===== config.mk =====
export PLATFORM = sky130hd
export DESIGN_NAME = dac_frame_serialiser
export DESIGN_NICKNAME = d
export VERILOG_FILES = /design/src/rtl/dac_pkg.sv /design/src/rtl/dac_saturate.sv /design/src/rtl/dac_frame_serialiser.sv
export SDC_FILE = /design/constraint.sdc
export NUM_CORES = 1
export LEC_CHECK = 0
export CAP_MARGIN = 20
export CORE_MARGIN = 8
export CORE_UTILIZATION = 40
export DETAILED_ROUTE_END_ITERATION = 8
export HOLD_SLACK_MARGIN = 0.03
export SLEW_MARGIN = 10
export SYNTH_ARGS = -nofsm -noshare
export SYNTH_HDL_FRONTEND = slang
export SYNTH_HIERARCHICAL = 1
export SYNTH_SLANG_ARGS = --single-unit

===== constraint.sdc =====
create_clock -name i_Clock -period 5.3 [get_ports i_Clock]
set_input_delay 1.06 -clock i_Clock [delete_from_list [all_inputs] [get_ports i_Clock]]
set_output_delay 1.06 -clock i_Clock [all_outputs]
set_load 0.02 [all_outputs]

===== src/rtl/dac_pkg.sv =====
// dac_pkg: shared state encoding, word geometry and default DAC command bytes
package dac_pkg;
  typedef logic [2:0] state_t;
  localparam state_t IDLE    = 3'd0;
  localparam state_t LOAD    = 3'd1;
  localparam state_t SHIFT_A = 3'd2;
  localparam state_t GAP     = 3'd3;
  localparam state_t SHIFT_B = 3'd4;
  localparam state_t DONE    = 3'd5;
  localparam int WORD_BITS   = 24;
  localparam int SAMPLE_BITS = 16;
  localparam logic [7:0] CMD_A_DEFAULT = 8'h30;
  localparam logic [7:0] CMD_B_DEFAULT = 8'h31;
endpackage


===== src/rtl/dac_saturate.sv =====
// dac_saturate: scales a 32-bit accumulator total, clamps to 16 bits and converts to offset binary
module dac_saturate import dac_pkg::*; #(
  parameter int SHIFT = 5
) (
  input  logic [31:0]            sample,
  output logic [SAMPLE_BITS-1:0] data,
  output logic                   clip
);
  logic signed [31:0] scaled;
  logic [SAMPLE_BITS-1:0] clamped;
  logic hi, lo;
  // Arithmetic shift keeps the sign; clamp to the signed 16-bit range, then flip the MSB for offset binary
  always_comb begin
    scaled  = $signed(sample) >>> SHIFT;
    hi      = scaled > 32'sd32767;
    lo      = scaled < -32'sd32768;
    clamped = hi ? 16'h7fff : lo ? 16'h8000 : scaled[SAMPLE_BITS-1:0];
    data    = {~clamped[SAMPLE_BITS-1], clamped[SAMPLE_BITS-2:0]};
    clip    = hi || lo;
  end
endmodule


===== src/rtl/dac_frame_serialiser.sv =====
// dac_frame_serialiser: saturates both harmonic totals and shifts two command+data words to a dual-channel SPI DAC
module dac_frame_serialiser import dac_pkg::*; #(
  parameter int         SHIFT      = 5,
  parameter int         CLK_DIV    = 4,
  parameter int         GAP_CYCLES = 4,
  parameter logic [7:0] CMD_A      = CMD_A_DEFAULT,
  parameter logic [7:0] CMD_B      = CMD_B_DEFAULT
) (
  input  logic        i_Clock,
  input  logic        i_Reset_n,
  input  logic        i_Start,
  input  logic [31:0] i_Sample_L,
  input  logic [31:0] i_Sample_R,
  output logic        o_SPI_CS,
  output logic        o_SPI_Clock,
  output logic        o_SPI_Data,
  output logic        o_Busy,
  output logic        o_Clip,
  output logic        o_Overrun
);
  localparam int DW = $clog2(CLK_DIV);
  localparam int GW = GAP_CYCLES > 1 ? $clog2(GAP_CYCLES) : 1;
  state_t state, state_next;
  logic [31:0] sample_l, sample_r;
  logic [WORD_BITS-1:0] word_a, word_b, cur_word;
  logic [SAMPLE_BITS-1:0] data_l, data_r;
  logic clip_l, clip_r;
  logic [4:0] bit_idx;
  logic [DW-1:0] div;
  logic [GW-1:0] gap;
  logic shifting, bit_end, word_end, gap_end;
  dac_saturate #(.SHIFT(SHIFT)) u_sat_l (.sample(sample_l), .data(data_l), .clip(clip_l));
  dac_saturate #(.SHIFT(SHIFT)) u_sat_r (.sample(sample_r), .data(data_r), .clip(clip_r));
  assign shifting = state == SHIFT_A || state == SHIFT_B;
  assign bit_end  = div == DW'(CLK_DIV - 1);
  assign word_end = bit_end && bit_idx == 5'd0;
  assign gap_end  = gap == GW'(GAP_CYCLES - 1);
  // State register
  always_ff @(posedge i_Clock)
    state <= !i_Reset_n ? IDLE : state_next;
  // Next-state sequencing through one frame
  always_comb begin
    state_next = state;
    case (state)
      IDLE:    state_next = i_Start ? LOAD : IDLE;
      LOAD:    state_next = SHIFT_A;
      SHIFT_A: state_next = word_end ? GAP : SHIFT_A;
      GAP:     state_next = gap_end ? SHIFT_B : GAP;
      SHIFT_B: state_next = word_end ? DONE : SHIFT_B;
      DONE:    state_next = IDLE;
      default: state_next = IDLE;
    endcase
  end
  // Capture both totals only when a start is accepted, so inputs may move afterwards
  always_ff @(posedge i_Clock)
    if (i_Reset_n && state == IDLE && i_Start) begin
      sample_l <= i_Sample_L;
      sample_r <= i_Sample_R;
    end
  // Build both channel words once, in LOAD
  always_ff @(posedge i_Clock)
    if (state == LOAD) begin
      word_a <= {CMD_A, data_l};
      word_b <= {CMD_B, data_r};
    end
  // SCK divider and bit index: each bit spends CLK_DIV clocks, index steps when the divider wraps
  always_ff @(posedge i_Clock)
    if (!i_Reset_n || !shifting) begin
      div     <= '0;
      bit_idx <= 5'(WORD_BITS - 1);
    end else begin
      div     <= bit_end ? '0 : div + 1'b1;
      bit_idx <= bit_end ? bit_idx - 5'd1 : bit_idx;
    end
  // Counts the clocks CS stays high between the two words
  always_ff @(posedge i_Clock)
    gap <= (!i_Reset_n || state != GAP) ? '0 : gap + 1'b1;
  // SPI pins and status strobes decoded from state and counters
  always_comb begin
    cur_word    = state == SHIFT_B ? word_b : word_a;
    o_SPI_CS    = !shifting;
    o_SPI_Clock = shifting && div >= DW'(CLK_DIV / 2);
    o_SPI_Data  = shifting && cur_word[bit_idx];
    o_Busy      = state != IDLE;
    o_Clip      = state == LOAD && (clip_l || clip_r);
    o_Overrun   = i_Reset_n && i_Start && state != IDLE;
  end
endmodule


# Word-level counts from Yosys, hierarchy flattened

Index checks and enable logic that the tools add are counted.

Bits of input ports: 67
Flip-flop bits (word level): 108
Bits in writable memories: 0
Word-level logic and storage cells: 60
Memories: 0
Bits in read-only memories: 0
Output and inout bits: 6
Latch bits: 0

Reduce and logical (&&, ||, !) cells: 20
Multipliers: 0
Multiplexer cells: 12
Equal/unequal tests: 7
Divide/modulo/power cells: 0
Add/subtract/negate cells: 3
Order comparisons: 6
Bitwise logic cells: 2
Shift-type cells: 0

Operators with widths:

| cell                                                                           | count |
|---|---|
| 16-bit two-way mux                                                             | 4 |
| 27-bit by 16-bit > comparator with 1-bit output, second input constant         | 2 |
| 27-bit by 16-bit less-than comparator with 1-bit output, second input constant | 2 |
| 17-bit two-way mux                                                             | 1 |
| 3-bit one-hot mux with 5 select lines                                          | 1 |
| 1-bit logical AND                                                              | 8 |
| 3-bit by 2-bit equality test with 1-bit output, second input constant          | 2 |
| 1-bit logical OR                                                               | 6 |
| 5-bit by 6-bit less-than comparator with 1-bit output, second input constant   | 1 |
| 1-bit binary-select mux with 5-bit select                                      | 1 |
| 5-bit logical NOT                                                              | 1 |
| 5-bit by 1-bit subtractor with 5-bit output, second input constant             | 1 |
| 2-bit by 1-bit adder with 2-bit output, second input constant                  | 2 |
| 2-bit equality test, second input constant                                     | 2 |
| 1-bit two-way mux                                                              | 4 |
| 3-bit by 1-bit equality test with 1-bit output, second input constant          | 1 |
| 3-bit equality test, second input constant                                     | 1 |
| 3-bit logical NOT                                                              | 1 |
| 3-bit two-way mux                                                              | 1 |
| 3-bit by 2-bit inequality test with 1-bit output, second input constant        | 1 |
| 3-bit nonzero test                                                             | 1 |
| 2-bit greater-or-equal comparator, second input constant                       | 1 |
| 1-bit logical NOT                                                              | 2 |
| 1-bit NOT                                                                      | 2 |
| 2-bit OR reduction                                                             | 1 |

# Depth between registers and ports, before layout

Gate-level depths: netlist of run 1.

Depth after elaboration: 5
Mapped depth: 8
Depth with buffers taken out: 7

# Modules after synthesis

Netlist of run 1, hierarchy kept.

By module, submodules not included:

| module               | times used | area an instance (um^2) | seq. area each (um^2) | cells an instance |
|---|---|---|---|---|
| dac_frame_serialiser | 1          | 3832.4                  | 3123.0                | 213 |
| dac_saturate         | 2          | 214.0                   | 0.0                   | 27 |

# Worst setup path before layout of run 1

OpenSTA, ideal clock, no wires.

Path kind: reg2out
Start point: reg state[0]
End point: out o_Clip
Path slack: 913 ps
Stages on the path, launching flop included: 4
Required time: 4240 ps
Arrival: 3327 ps
Path buffers: 1
Cells stage by stage: dfxtp_1 buf_2 nor3b_1 o21a_1

Cells in the longest elaborated chain, start to end: 2

Ends and longest elaborated chain:

| item                                           | line                       | text |
|---|---|---|
| from (decl)                                    | dac_frame_serialiser.sv:23 | `state_t state, state_next;` |
| from (signal assigned)                         | dac_frame_serialiser.sv:40 | `state <= !i_Reset_n ? IDLE : state_next;` |
| 3-bit by 1-bit equality test with 1-bit output | dac_frame_serialiser.sv:85 | `o_Clip = state == LOAD && (clip_l \|\| clip_r);` |
| 1-bit logical AND                              | dac_frame_serialiser.sv:85 |  |
| to (decl)                                      | dac_frame_serialiser.sv:18 | `output logic o_Clip,` |

No other way between the ends.

# Worst setup path after layout of run 1

Start point: reg state[2]
End point: out o_SPI_Data

Cells in the longest elaborated chain, start to end: 5
Elaborated cells on any way between the ends: 7
Classes of those cells: 2 x eq/ne; 3 x mux; 2 x reduce/logical

Ends and longest elaborated chain:

| item                                      | line                                                   | text |
|---|---|---|
| 3-bit equality test                       | dac_frame_serialiser.sv:34, dac_frame_serialiser.sv:80 |  |
| 17-bit two-way mux                        | dac_frame_serialiser.sv:80                             | `cur_word = state == SHIFT_B ? word_b : word_a;` |
| 1-bit binary-select mux with 5-bit select | dac_frame_serialiser.sv:83                             | `o_SPI_Data = shifting && cur_word[bit_idx];` |
| 1-bit two-way mux (not written as such)   | dac_frame_serialiser.sv:83                             |  |
| 1-bit logical AND *                       | dac_frame_serialiser.sv:83                             |  |
| to (decl)                                 | dac_frame_serialiser.sv:16                             | `output logic o_SPI_Data,` |

Every way passes the cells marked *; elsewhere a longest branch is shown, timed or not. The select of a mux whose other input is x is not followed.

==> key figures, run 1 <==
Run status
  • Outcome: finished clean

Timing
  • Final Hold Vio Count: 0
  • RSZ-0062 raised after global routing: false
  • Final setup fails: 0
  • Post-route minimum period: 4.15 ns
  • Worst setup margin: 1.15 ns
  • WHS: 0.419 ns
  • Fraction of the cycle the final worst path needs: 0.782
  • Fin Clk Skew: 0.00911 ns
  • Max_slew headroom: 0.449
  • Setup TNS: 0 ns
  • Least-Margin Pin Slew: 0.826 ns
  • Slew Limit Fails: 0
  • Fmax: 241 MHz

Critical path
  • Worst setup startpoint: state[2]$_SDFF_PN0_
  • Worst path required time: 4.24 ns
  • Slowest CP cell: clkdlybuf4s50_1
  • Setup crit start kind: register
  • Critical Path End Type: output pin
  • CP Max Fanout: 12
  • CP Cell Sequence: or3b_4 -> mux4_1 -> a22oi_2 -> a31oi_1 -> a311o_1 -> clkdlybuf4s50_1
  • Reg-to-reg startpoint: state[2]$_SDFF_PN0_
  • Buf/Inv on CP: 1
  • CP arrival: 3.09 ns
  • Worst path top cell family by delay: compound AO/OA/AOI/OAI gates
  • Crit Path Category: reg2out
  • CP max stage delay: 0.55 ns

Final layout
  • Area of the multi-input gates: 1030 um2
  • Final antenna diode count: 0
  • Final std cells w/o fill: 460
  • FF/Latch Area: 2820 um2
  • Post-layout nets: 395
  • Most frequent cells in the layout: 86 x edfxtp_1, 62 x clkdlybuf4s50_1, 20 x a21o_1, 17 x nand2_1, 12 x dfxtp_1
  • Most common cell after layout, fill and taps aside: edfxtp_1
  • Area growth from synthesis to layout: 24.1%
  • Post-layout instance area: 4910 um2
  • Fillers: 840
  • Ratio of cells with drive above 1 in the final layout: 0.116
  • Utilization after layout: 0.507

CTS
  • Clock Latency Late Sink: 0.35 ns
  • Postcts setup bufs: 0
  • CTS tree: yes
  • H-tree Lvls: 3
  • Root buf cell: clkbuf_8
  • # hold bufs at CTS: 0
  • Clk slew on worst S/H paths: 0.09 ns
  • CTS Buf Count: 9
  • Clock Sinks: 98
  • Post-CTS resize count: 0
  • Worst-case clock buffer depth: 2

Floorplanning
  • Boundary Pins: 73
  • Die width: 116 um
  • Total core area: 9680 um2
  • Die ar.: 13300 um2
  • Die height: 116 um
  • Initial Util: 0.409
  • # rows: 36

Placement
  • # port buffers: 62
  • Post-DP HPWL: 4860 um
  • DP Area: 4690 um2
  • Pre-CTS setup slack: 1.49 ns
  • DP Cell Count: 444
  • Routability congestion estimate: 0.803

Power and ir drop
  • P per Cell Area: 309 nW/um2
  • Design Power: 1.52 mW
  • Worst vdd ir: 0.187 mV
  • Leakage: 1.75 nW

Drt
  • Residual DRC: 0
  • WL per Instance: 15.2 um
  • Initial DRC count: 94
  • TritonRoute pass-1 iters: 4
  • DR vias: 2260
  • Final WL: 7010 um
  • Drt via density: 4.91
  • Antenna viol nets, final: 0

Logic synthesis
  • Syn_nets: 329
  • Mapped Cells: 257
  • Yosys warns: 6
  • Cell Area, Synth: 3960 um2
  • Mean Syn Cell Area: 15.4 um2

GRT
  • Antenna violations before repair: 0
  • First-pass GRT wire length: 11500 um
  • Largest net degree at the start of global routing: 50
  • Vias in the first global route: 2421
  • Gr usage total: 0.112
  • Grt ovf: 0

Hold path
  • Worst min path class: reg2reg
  • Min-delay src: gap[0]$_SDFF_PP0_

Job
  • Maxcap violations: 0
path summary, 6_finish.rpt:
kind	cells past startpoint	slack, ns	endpoint
setup / recovery	6	1.15	o_SPI_Data
hold / removal	1	0.42	gap[0]$_SDFF_PP0_
setup reg to reg	3	3.28	sample_r[15]$_DFFE_PP_
hold reg to reg	1	0.42	gap[0]$_SDFF_PP0_
routing by layer:
metal  global-route usage  up-vias  part of all wire
met5                    0        -                 0
met4               0.0473        0             0.010
met3               0.0334        6             0.047
met2                0.190       47              0.49
met1                0.129     1098              0.45
li1                     -     1109                 -
state kept, by name, summed over array words and instances (netlist names):
register	cells
sample_l	27
bit_idx	5
div	2
word_b	16
sample_r	27
state	3
word_a	16
gap	2
final cells by class:
type / instances / share of cell area
Sequential cell: 98 / 0.574
Multi-Input combinational cell: 140 / 0.209
Timing Repair Buffer: 67 / 0.133
Tap cell: 133 / 0.0339
Clock buffer: 9 / 0.0252
Clock inverter: 6 / 0.0183
Inverter: 7 / 0.00535
power by group:
part           switching (mW)  internal (mW)
registers              0.0135          0.880
logic                  0.0471         0.0603
clock network           0.250          0.266
worst reg2reg max path, cell delays in order, from the launching register on:
cell and delay (ns):
dfxtp_1 0.40, or3_1 0.48, nor2_4 0.22, buf_4 0.53
Note: power is estimated with default switching activity, not from simulation.
==> inputs of run 2 (changes only) <==
--- a/config.mk
+++ b/config.mk
@@ -10,6 +10,7 @@
 export CORE_UTILIZATION = 40
 export DETAILED_ROUTE_END_ITERATION = 8
 export HOLD_SLACK_MARGIN = 0.03
+export PLACE_DENSITY = 0.66
 export SLEW_MARGIN = 10
 export SYNTH_ARGS = -nofsm -noshare
 export SYNTH_HDL_FRONTEND = slang
==> constraint.sdc (replaced) <==
create_clock -name i_Clock -period 3.32 [get_ports i_Clock]
set_input_delay 0.664 -clock i_Clock [delete_from_list [all_inputs] [get_ports i_Clock]]
set_output_delay 0.664 -clock i_Clock [all_outputs]
set_load 0.02 [all_outputs]
==> run 2 against run 1 <==
- critical path depth unchanged
- largest cell class unchanged
- via count is 2.1% higher
- largest power group unchanged
- cell area grew 2.0%
- sequential power up 59%
- clock skew rose by 0.0033 ns
- power is 57% higher
- die area stayed put
- sequential cell count is the same
- wire length grew 0.80%
- register-to-register slack got worse by 1.8 ns
- clock power rose by 51%
- hold slack improved by 0.0055 ns
==> key figures, run 2 (same netlist as run 1, synthesis figures left out) <==
Final layout
  • Final antenna diode count: 0 (unchanged)
  • Most frequent cells in the layout: 86 x edfxtp_1, 61 x clkdlybuf4s50_1, 20 x a21o_1, 17 x nand2_1, 13 x buf_4 (was 86 x edfxtp_1, 62 x clkdlybuf4s50_1, 20 x a21o_1, 17 x nand2_1, 12 x dfxtp_1)
  • Area growth from synthesis to layout: 26.5% (was 24.1%)
  • Utilization after layout: 0.517 (was 0.507)
  • Largest registers: sample_l x27, sample_r x27 (unchanged)
  • Most common cell after layout, fill and taps aside: edfxtp_1 (unchanged)
  • Post-layout instance area: 5010 um2 (was 4910 um2)
  • Post-layout nets: 405 (was 395)
  • Fillers: 828 (was 840)
  • Ratio of cells with drive above 1 in the final layout: 0.148 (was 0.116)

Timing
  • Slew Limit Fails: 0 (unchanged)
  • Post-route minimum period: 3.12 ns
  • Worst setup margin: 0.204 ns (was 1.15 ns)
  • Setup TNS: 0 ns (unchanged)
  • Fmax: 321 MHz
  • RSZ-0062 raised after global routing: false (unchanged)
  • Final setup fails: 0 (unchanged)
  • Final Hold Vio Count: 0 (unchanged)
  • Fin Clk Skew: 0.0125 ns (was 0.00911 ns)
  • Max_slew headroom: 0.736 (was 0.449)
  • Fraction of the cycle the final worst path needs: 0.939
  • Least-Margin Pin Slew: 0.396 ns (was 0.826 ns)

GRT
  • Largest net degree at the start of global routing: 51 (was 50)
  • First-pass GRT wire length: 11500 um (about the same)
  • Antenna violations before repair: 0 (unchanged)
  • Grt ovf: 0 (unchanged)
  • Vias in the first global route: 2436 (was 2421)
  • Gr usage total: 0.111 (was 0.112)

Floorplanning
  • Total core area: 9680 um2 (unchanged)
  • # rows: 36 (unchanged)
  • Boundary Pins: 73 (unchanged)
  • Die height: 116 um (unchanged)
  • Die ar.: 13300 um2 (unchanged)
  • Die width: 116 um (unchanged)
  • Initial Util: 0.409 (unchanged)

Critical path
  • Worst path required time: 2.66 ns (was 4.24 ns)
  • Critical Path End Type: output pin (unchanged)
  • Cells on worst reg2reg path: 4 (was 3)
  • Capturing point of the worst reg2reg path: sample_r[10]$_DFFE_PP_ (was sample_r[15]$_DFFE_PP_)
  • CP arrival: 2.45 ns (was 3.09 ns)
  • Reg-to-reg startpoint: state[2]$_SDFF_PN0_ (unchanged)
  • CP Max Fanout: 6 (was 12)
  • Setup crit start kind: register (unchanged)
  • R2R Setup Slk: 1.50 ns (was 3.28 ns)
  • Crit Path Category: reg2out (unchanged)

CTS
  • Clock Latency Late Sink: 0.36 ns (was 0.35 ns)
  • Clock Sinks: 98 (unchanged)
  • H-tree Lvls: 3 (unchanged)
  • CTS Buf Count: 9 (unchanged)
  • Worst-case clock buffer depth: 2 (unchanged)
  • Clk slew on worst S/H paths: 0.09 ns (about the same)
  • Root buf cell: clkbuf_8 (unchanged)
  • CTS tree: yes (unchanged)

Placement
  • Routability congestion estimate: 0.878 (was 0.803)
  • DP Area: 4780 um2 (was 4690 um2)
  • Pre-CTS setup slack: 0.149 ns (was 1.49 ns)
  • # port buffers: 62 (unchanged)
  • Post-DP HPWL: 5090 um (was 4860 um)

Drt
  • Final WL: 7070 um (was 7010 um)
  • TritonRoute pass-1 iters: 4 (unchanged)
  • Antenna viol nets, final: 0 (unchanged)
  • Residual DRC: 0 (unchanged)
  • WL per Instance: 15.0 um (was 15.2 um)
  • Drt via density: 4.90 (was 4.91)
  • DR vias: 2307 (was 2260)
  • Initial DRC count: 85 (was 94)

Power and ir drop
  • Sequential share of power: 0.596 (was 0.589)
  • Leakage: 1.80 nW (was 1.75 nW)
  • Psw: 0.518 mW (was 0.311 mW)
  • Design Power: 2.39 mW (was 1.52 mW)
  • Internal power: 1.87 mW (was 1.21 mW)
  • Power share of the clock group: 0.327 (was 0.340)
  • Worst vdd ir: 0.273 mV (was 0.187 mV)
  • P per Cell Area: 477 nW/um2 (was 309 nW/um2)
  • Combinational power share: 0.077 (was 0.071)
  • Switch share: 0.217 (was 0.205)

Job
  • Maxcap violations: 0 (unchanged)

Hold path
  • Hold EP: gap[0]$_SDFF_PP0_ (unchanged)
  • Worst min path class: reg2reg (unchanged)
  • Min-delay src: gap[0]$_SDFF_PP0_ (unchanged)
  • WHS Path Cells: 1 (unchanged)

Run status
  • Outcome: finished clean (unchanged)
[run 2: area by class of cell]
cell class	instances	area (um2)	share of cell area
inverters	7	26.3	0.00524
clock buffers	9	124	0.0247
flip-flops and latches	98	2820	0.563
repair buffers	77	753	0.150
well taps	133	166	0.0332
clock inverters	7	83.8	0.0167
multi-input cells	140	1030	0.206
[run 2: through the flow]
stage	hold slack [ns]	std cells
floorplan	0.396	257
global placement	0.405	453
detailed placement	0.410	453
CTS	0.427	471
global route	0.446	471
finish	0.424	471
[run 2: timing repair]
action / CTS / global route
endpoints found under the hold margin: 0 / 0
buffers inserted: 2 / 0
gates resized for setup: 1 / 2
hold buffers: 0 / 0
endpoints found under the setup margin: 1 / 1
pin swaps: 1 / 0
[run 2: how the worst max path moves through the flow]
stage / from / endpoint / slack (ns) / depth (start not counted)
final: state[0]$_SDFF_PN0_ / o_SPI_Data / 0.20 / 6
after detailed placement: state[1]$_SDFF_PN0_ / o_SPI_Data / 0.15 / 6
after CTS: state[0]$_SDFF_PN0_ / o_SPI_Data / 0.007 / 6
after global routing: state[0]$_SDFF_PN0_ / o_SPI_Data / 0.10 / 6
after floorplan: state[0]$_SDFF_PN0_ / o_Clip / 0.50 / 3
after global placement: state[1]$_SDFF_PN0_ / o_SPI_Data / 0.16 / 6
[run 2: critical path: stages (launching register included)]
cell and delay, ns:
dfxtp_1 0.32, or3b_4 0.46, mux4_1 0.50, a22oi_2 0.20, a31oi_1 0.10, a311o_1 0.35, clkbuf_2 0.17
[run 2: metal layers]
metal  vias up  GRT usage  wire, um
met5         -          0         0
met2        61      0.178      3460
met4         0     0.0534       104
met3        11     0.0318       357
met1      1099      0.134      3150
li1       1136          -         -
[run 2: power by group through the flow]
stage               Clock (mW)  Sequential [mW]  Combinational, mW
floorplan                    0             1.45             0.0838
global placement             0             1.45              0.183
global route             0.858             1.43              0.200
finish                   0.780             1.42              0.185
CTS                      0.804             1.42              0.187
detailed placement           0             1.45              0.187
==> inputs of run 3 (changes only) <==
--- a/config.mk
+++ b/config.mk
@@ -8,6 +8,7 @@
 export CAP_MARGIN = 20
 export CORE_MARGIN = 8
 export CORE_UTILIZATION = 40
+export CTS_BUF_LIST = sky130_fd_sc_hd__clkbuf_8 sky130_fd_sc_hd__clkbuf_16
 export DETAILED_ROUTE_END_ITERATION = 8
 export HOLD_SLACK_MARGIN = 0.03
 export PLACE_DENSITY = 0.66
==> results of run 3 <==
Final layout, timing and power as in run 2 (identical DEF).
